[config.mk]
export PLATFORM = sky130hd
export DESIGN_NAME = router_register_p
export DESIGN_NICKNAME = d
export VERILOG_FILES = /design/src/rtl/router_register_p.sv
export SDC_FILE = /design/constraint.sdc
export NUM_CORES = 1
export LEC_CHECK = 0
export ABC_CLOCK_PERIOD_IN_PS = 1700
export CAP_MARGIN = 20
export CORE_ASPECT_RATIO = 0.8
export CORE_MARGIN = 8
export CORE_UTILIZATION = 25
export DETAILED_ROUTE_END_ITERATION = 16
export PLACE_DENSITY = 0.51
export SLEW_MARGIN = 20
export SYNTH_ARGS = -nofsm -noshare
export SYNTH_HDL_FRONTEND = slang
export SYNTH_SLANG_ARGS = --single-unit
[constraint.sdc]
create_clock -name clk -period 1.7 [get_ports clk]
set_input_delay 0.34 -clock clk [delete_from_list [all_inputs] [get_ports clk]]
set_output_delay 0.34 -clock clk [all_outputs]
set_load 0.02 [all_outputs]
[src/rtl/router_register_p.sv]
// rtl/router_register_p.sv - router packet register stage with hold buffer and packet checks
module router_register_p #(
    parameter int DW         = 8,
    parameter int ADDR_W     = 2,
    parameter int NUM_CH     = 3,
    parameter int HOLD_DEPTH = 2,
    parameter int CHK_MODE   = 0
) (
    input  logic                                clk,
    input  logic                                reset,
    input  logic                                pkt_vld,
    input  logic                                fifo_full,
    input  logic                                detect_add,
    input  logic                                lfd_state,
    input  logic                                ld_state,
    input  logic                                laf_state,
    input  logic                                full_state,
    input  logic                                rst_int_reg,
    input  logic [DW-1:0]                       data_in,
    output logic [DW-1:0]                       data_out,
    output logic                                data_out_vld,
    output logic [$clog2(HOLD_DEPTH+1)-1:0]     hold_cnt,
    output logic                                hold_empty,
    output logic                                hold_full,
    output logic                                low_pkt_vld,
    output logic                                parity_done,
    output logic                                error,
    output logic                                len_err,
    output logic                                addr_err,
    output logic                                ovf_err
);

    localparam int PW = (HOLD_DEPTH > 1) ? $clog2(HOLD_DEPTH) : 1;
    localparam int LW = DW - ADDR_W;
    localparam int CW = $clog2(HOLD_DEPTH + 1);
    localparam logic [31:0] NUM_CH_U = NUM_CH;

    logic [DW-1:0] hhb;
    logic [DW-1:0] int_chk;
    logic [DW-1:0] pkt_chk;
    logic [LW-1:0] byte_cnt;
    logic [DW-1:0] hold_mem [HOLD_DEPTH];
    logic [PW-1:0] wr_ptr;
    logic [PW-1:0] rd_ptr;

    logic addr_ok;
    logic ld_act;
    logic laf_act;
    logic fwd;
    logic push;
    logic drop;
    logic pop;

    function automatic logic [DW-1:0] chk_f(input logic [DW-1:0] acc, input logic [DW-1:0] b);
        return (CHK_MODE == 1) ? acc + b : acc ^ b;
    endfunction

    function automatic logic [PW-1:0] next_ptr(input logic [PW-1:0] p);
        return (p == PW'(HOLD_DEPTH - 1)) ? '0 : p + PW'(1);
    endfunction

    assign hold_empty = (hold_cnt == '0);
    assign hold_full  = (hold_cnt == CW'(HOLD_DEPTH));
    assign addr_ok    = (32'(data_in[ADDR_W-1:0]) < NUM_CH_U);

    // full_state freezes the datapath; ld/laf only act when no higher-priority strobe is up
    assign ld_act  = !detect_add && !lfd_state && ld_state && !full_state;
    assign laf_act = !detect_add && !lfd_state && !ld_state && laf_state && !full_state;
    // once anything is held, new bytes queue behind it so FIFO order is preserved
    assign fwd     = ld_act && !fifo_full && hold_empty;
    assign push    = ld_act && !fwd && !hold_full;
    assign drop    = ld_act && !fwd && hold_full;
    assign pop     = laf_act && !fifo_full && !hold_empty;

    always_ff @(posedge clk) begin
        if (reset) begin
            data_out     <= '0;
            data_out_vld <= 1'b0;
            hold_cnt     <= '0;
            low_pkt_vld  <= 1'b0;
            parity_done  <= 1'b0;
            error        <= 1'b0;
            len_err      <= 1'b0;
            addr_err     <= 1'b0;
            ovf_err      <= 1'b0;
            hhb          <= '0;
            int_chk      <= '0;
            pkt_chk      <= '0;
            byte_cnt     <= '0;
            wr_ptr       <= '0;
            rd_ptr       <= '0;
            for (int i = 0; i < HOLD_DEPTH; i++) hold_mem[i] <= '0;
        end else begin
            data_out_vld <= 1'b0;
            error        <= parity_done && (int_chk != pkt_chk);
            len_err      <= parity_done && (byte_cnt != hhb[DW-1:ADDR_W]);
            if (rst_int_reg) low_pkt_vld <= 1'b0;

            if (detect_add) begin
                if (pkt_vld) begin
                    int_chk     <= '0;
                    pkt_chk     <= '0;
                    byte_cnt    <= '0;
                    parity_done <= 1'b0;
                    len_err     <= 1'b0;
                    ovf_err     <= 1'b0;
                    if (addr_ok) begin
                        hhb      <= data_in;
                        addr_err <= 1'b0;
                    end else begin
                        addr_err <= 1'b1;
                    end
                end
            end else if (lfd_state) begin
                data_out     <= hhb;
                data_out_vld <= 1'b1;
                int_chk      <= chk_f(int_chk, hhb);
            end else if (ld_act) begin
                if (pkt_vld) begin
                    byte_cnt <= byte_cnt + LW'(1);
                    if (!drop) int_chk <= chk_f(int_chk, data_in);
                end else begin
                    pkt_chk     <= data_in;
                    low_pkt_vld <= 1'b1;
                    if (fwd) parity_done <= 1'b1;
                end
                if (fwd) begin
                    data_out     <= data_in;
                    data_out_vld <= 1'b1;
                end
                if (push) begin
                    hold_mem[wr_ptr] <= data_in;
                    wr_ptr           <= next_ptr(wr_ptr);
                    hold_cnt         <= hold_cnt + CW'(1);
                end
                if (drop) ovf_err <= 1'b1;
            end else if (laf_act) begin
                if (pop) begin
                    data_out     <= hold_mem[rd_ptr];
                    data_out_vld <= 1'b1;
                    rd_ptr       <= next_ptr(rd_ptr);
                    hold_cnt     <= hold_cnt - CW'(1);
                end else if (hold_empty && low_pkt_vld && !parity_done) begin
                    parity_done <= 1'b1;
                end
            end
        end
    end

endmodule

==> flow_summary.ini <==
[global_route]
grt_pass1_wl_um = 14700
grt-ovfl-total = 0
grt_util_all_layers_pct = 11.9
grt_pass1_vias = 2655
grt_max_degree = 26
antenna_found_initial = 0

[finish]
antennaDiodeCount = 0
multi_input_area_sq_um = 1570
area_growth_pct = 41.3
nNetsFinal = 409
fin_area_sq_um = 4360
layout-drive-gt1-share_pct = 21.8
seq_area_sq_um = 1480
fillers = 1218

[clock_tree]
insertion_delay_ns = 0.33
clk_pin_slew_worst_paths_ns = 0.05
cts_buffers = 9
cts-root-buf = clkbuf_16
cts_hold_buf = 0
clk_path_buf_depth = 2
clkSinkCount = 66
cts_tree = built
cts_max_level = 3

[timing]
tightest_slew_ns = 0.463
setup_viol = 0
skew_ns = 0.00222
hold_violations = 0
slew_viol_final = 0
worst_slack_ns = 0.0620
timing.fmax_ghz = 0.611
fin_crit_sh_pct = 96.4
relSlewSlack_pct = 68.5
setup-tns-final_ns = 0
rsz0062_at_grt = no
period_minus_slack_ns = 1.64

[placed_design]
dpl.hpwl_um = 6710
placed_area_sq_um = 3980
place_congestion = 0.778
pre_cts_slack_ns = -0.442
port_buffers = 36

[worst_setup_path]
cp-start-kind = flop
crit_path_end_kind = output port
worst-path-max-fanout = 2
r2r-start = hold_cnt[0]
crit_chain = clkdlybuf4s50_1
slowest_stage = clkdlybuf4s50_1
crit_required_ns = 1.36
worstPathArrival_ns = 1.30
critical-path-max-stage-delay_ns = 0.61
r2r-end = int_chk[0]
r2r_slack_ns = 0.18
critPathTopFamily = buffers and inverters
crit_type = reg2out
worstRegToRegCells = 6
startpoint = data_out[2]
cp_num_buf_inv = 1

[synth]
synth-async-reset-ratio_pct = 0
synth_area_sq_um = 3080
synth_warnings = 0
synth_edf_count = 16
yosys.cell_types.count = 47
syn-num-nets = 323
ys_seq_area_share_pct = 48.1
avgSynthCellArea_sq_um = 10.1
synth_top_area_share_pct = 32.5
synth-seq-cells = 66
synth_top_area_cell = dfxtp_1
syn_inst = 304
ys.flop_type = dfxtp_1
synth_area_leaders = dfxtp_1 32%, edfxtp_1 16%, mux2i_1 7.5%, xor2_1 4.8%, nor2_1 3.4%

[hold_path]
min-delay-start = byte_cnt[1]
min_delay_worst_endpoint = byte_cnt[1]
hold_depth = 2
hold_path.class = reg2reg

[floorplan]
initial_core_util_pct = 25.4
ios = 37
fp-row-count = 36
die_w_um = 140
dieArea_sq_um = 16200
core-area_sq_um = 12100
die_y_um = 115

[route]
remaining_drc_errors = 0
drt-pass1-iter-count = 4
drt_iter0_drc = 166
wl_per_cell_um = 16.8
ant_nets = 0
viasPerCell = 4.78
wl_um = 9210
num_vias = 2617

[status]
status = finished, final reports clean

[pwr]
ir_drop_uv = 519
power.density_nw_per_um2 = 931
p_leak_nw = 1.78

[job]
max_cap_viol_count = 0
[cell families (layout without fill, tap and decap cells)]
group | after synthesis | in the layout | share of synthesized area [%]
AOI/OAI and AO/OA | 74 | 74 | 16.8
xor gates and xnor gates | 19 | 19 | 5.40
adders and majority gates | 1 | 1 | 0.406
buffers and inverters | 18 | 109 | 2.56
DFF | 66 | 66 | 48.1
muxes | 24 | 24 | 7.95
and+or+nand+nor | 102 | 102 | 18.8
[power breakdown]
group	internal, mW	total, mW	switching [mW]
Combinational	0.233	0.486	0.254
Clock	1.21	1.87	0.655
Sequential	1.66	1.70	0.0389
Total	3.11	4.05	0.947
[Yosys cell counts, types with 2 or more instances]
cell type	n
nand2b_1	11
o21ai_1	2
dfxtp_1	50
nor4_1	3
nor3_2	2
and2_1	16
o21ai_0	3
a22oi_1	10
a21oi_1	16
nor2_1	28
edfxtp_1	16
xnor2_1	2
inv_1	2
clkbuf_1	5
buf_1	2
buf_2	9
a211oi_1	8
nand2_1	9
nor3_1	14
mux2i_1	23
xor2_1	17
a221oi_1	8
nor2b_1	5
nand3b_1	3
o31ai_1	8
o211ai_1	11
[registers in the layout, indices dropped and copies added, names as in the netlist, named ones only]
signal	cells
len_err	1
addr_err	1
hhb	8
rd_ptr	1
byte_cnt	6
error	1
pkt_chk	8
parity_done	1
int_chk	8
hold_cnt	2
data_out	8
ovf_err	1
hold_mem	16
data_out_vld	1
wr_ptr	1
low_pkt_vld	1
[layout by cell type (no fill, tap or decap), types with 2 or more instances in the layout]
cell type,n
nor3_1,14
o21ai_0,2
a221oi_2,5
buf_4,50
inv_1,2
nor4_1,3
nand2b_1,11
o211ai_1,11
clkbuf_1,3
o31ai_1,8
nor2_1,28
and2_1,16
mux2i_1,22
dlymetal6s2s_1,5
a211oi_1,8
dlygate4sd2_1,5
buf_6,3
nand2_1,9
clkdlybuf4s50_1,26
a22oi_1,10
nor3_2,2
clkbuf_16,9
clkbuf_8,2
nand3b_1,3
xor2_1,17
dfxtp_1,50
a221oi_1,3
a21oi_1,16
xnor2_1,2
o21ai_1,2
nor2b_1,3
edfxtp_1,16
[layout make-up]
type / count / area share (%)
timing repair buffer: 91 / 18.4
inverter: 2 / 0.172
clock buffer: 14 / 6.06
clock inverter: 2 / 0.804
tap: 152 / 4.37
sequential: 66 / 34.0
multi-input combinational: 220 / 36.1
[layer usage]
| layer | up-vias | share of wire (%) | track usage, % |
|---|---|---|---|
| li1 | 1293 | - | - |
| met1 | 1264 | 50 | 15.4 |
| met2 | 50 | 44 | 18.4 |
| met3 | 10 | 4.0 | 3.69 |
| met4 | 0 | 1.4 | 3.90 |
| met5 | - | 0 | 0 |
[worst max-delay path by stage]
stage	end	slack, ns	depth (start not counted)
5_1_grt	int_chk[5]	0.01	6
3_3_place_gp	data_out[5]	-0.44	6
4_1_cts	data_out[1]	0.002	7
2_1_floorplan	data_out[0]	0.01	5
6_report	data_out[2]	0.06	1
3_5_place_dp	data_out[5]	-0.44	6
[timing repair]
| item | CTS | global route |
|---|---|---|
| gates cloned | 1 | 0 |
| pin swaps | 2 | 3 |
| buffers inserted | 1 | 0 |
| gates resized for setup | 12 | 11 |
| endpoints found under the setup margin | 17 | 55 |
[through the flow]
stage	instances	util, %	hold slack, ns	total power, mW
2_1_floorplan	304	-	0.465	1.95
3_3_place_gp	529	32.9	0.483	2.20
3_5_place_dp	529	32.9	0.489	2.20
4_1_cts	547	35.6	0.503	4.08
5_1_grt	547	35.9	0.529	4.22
6_report	547	35.9	0.500	4.05
Note: power is estimated with default switching activity, not from simulation.
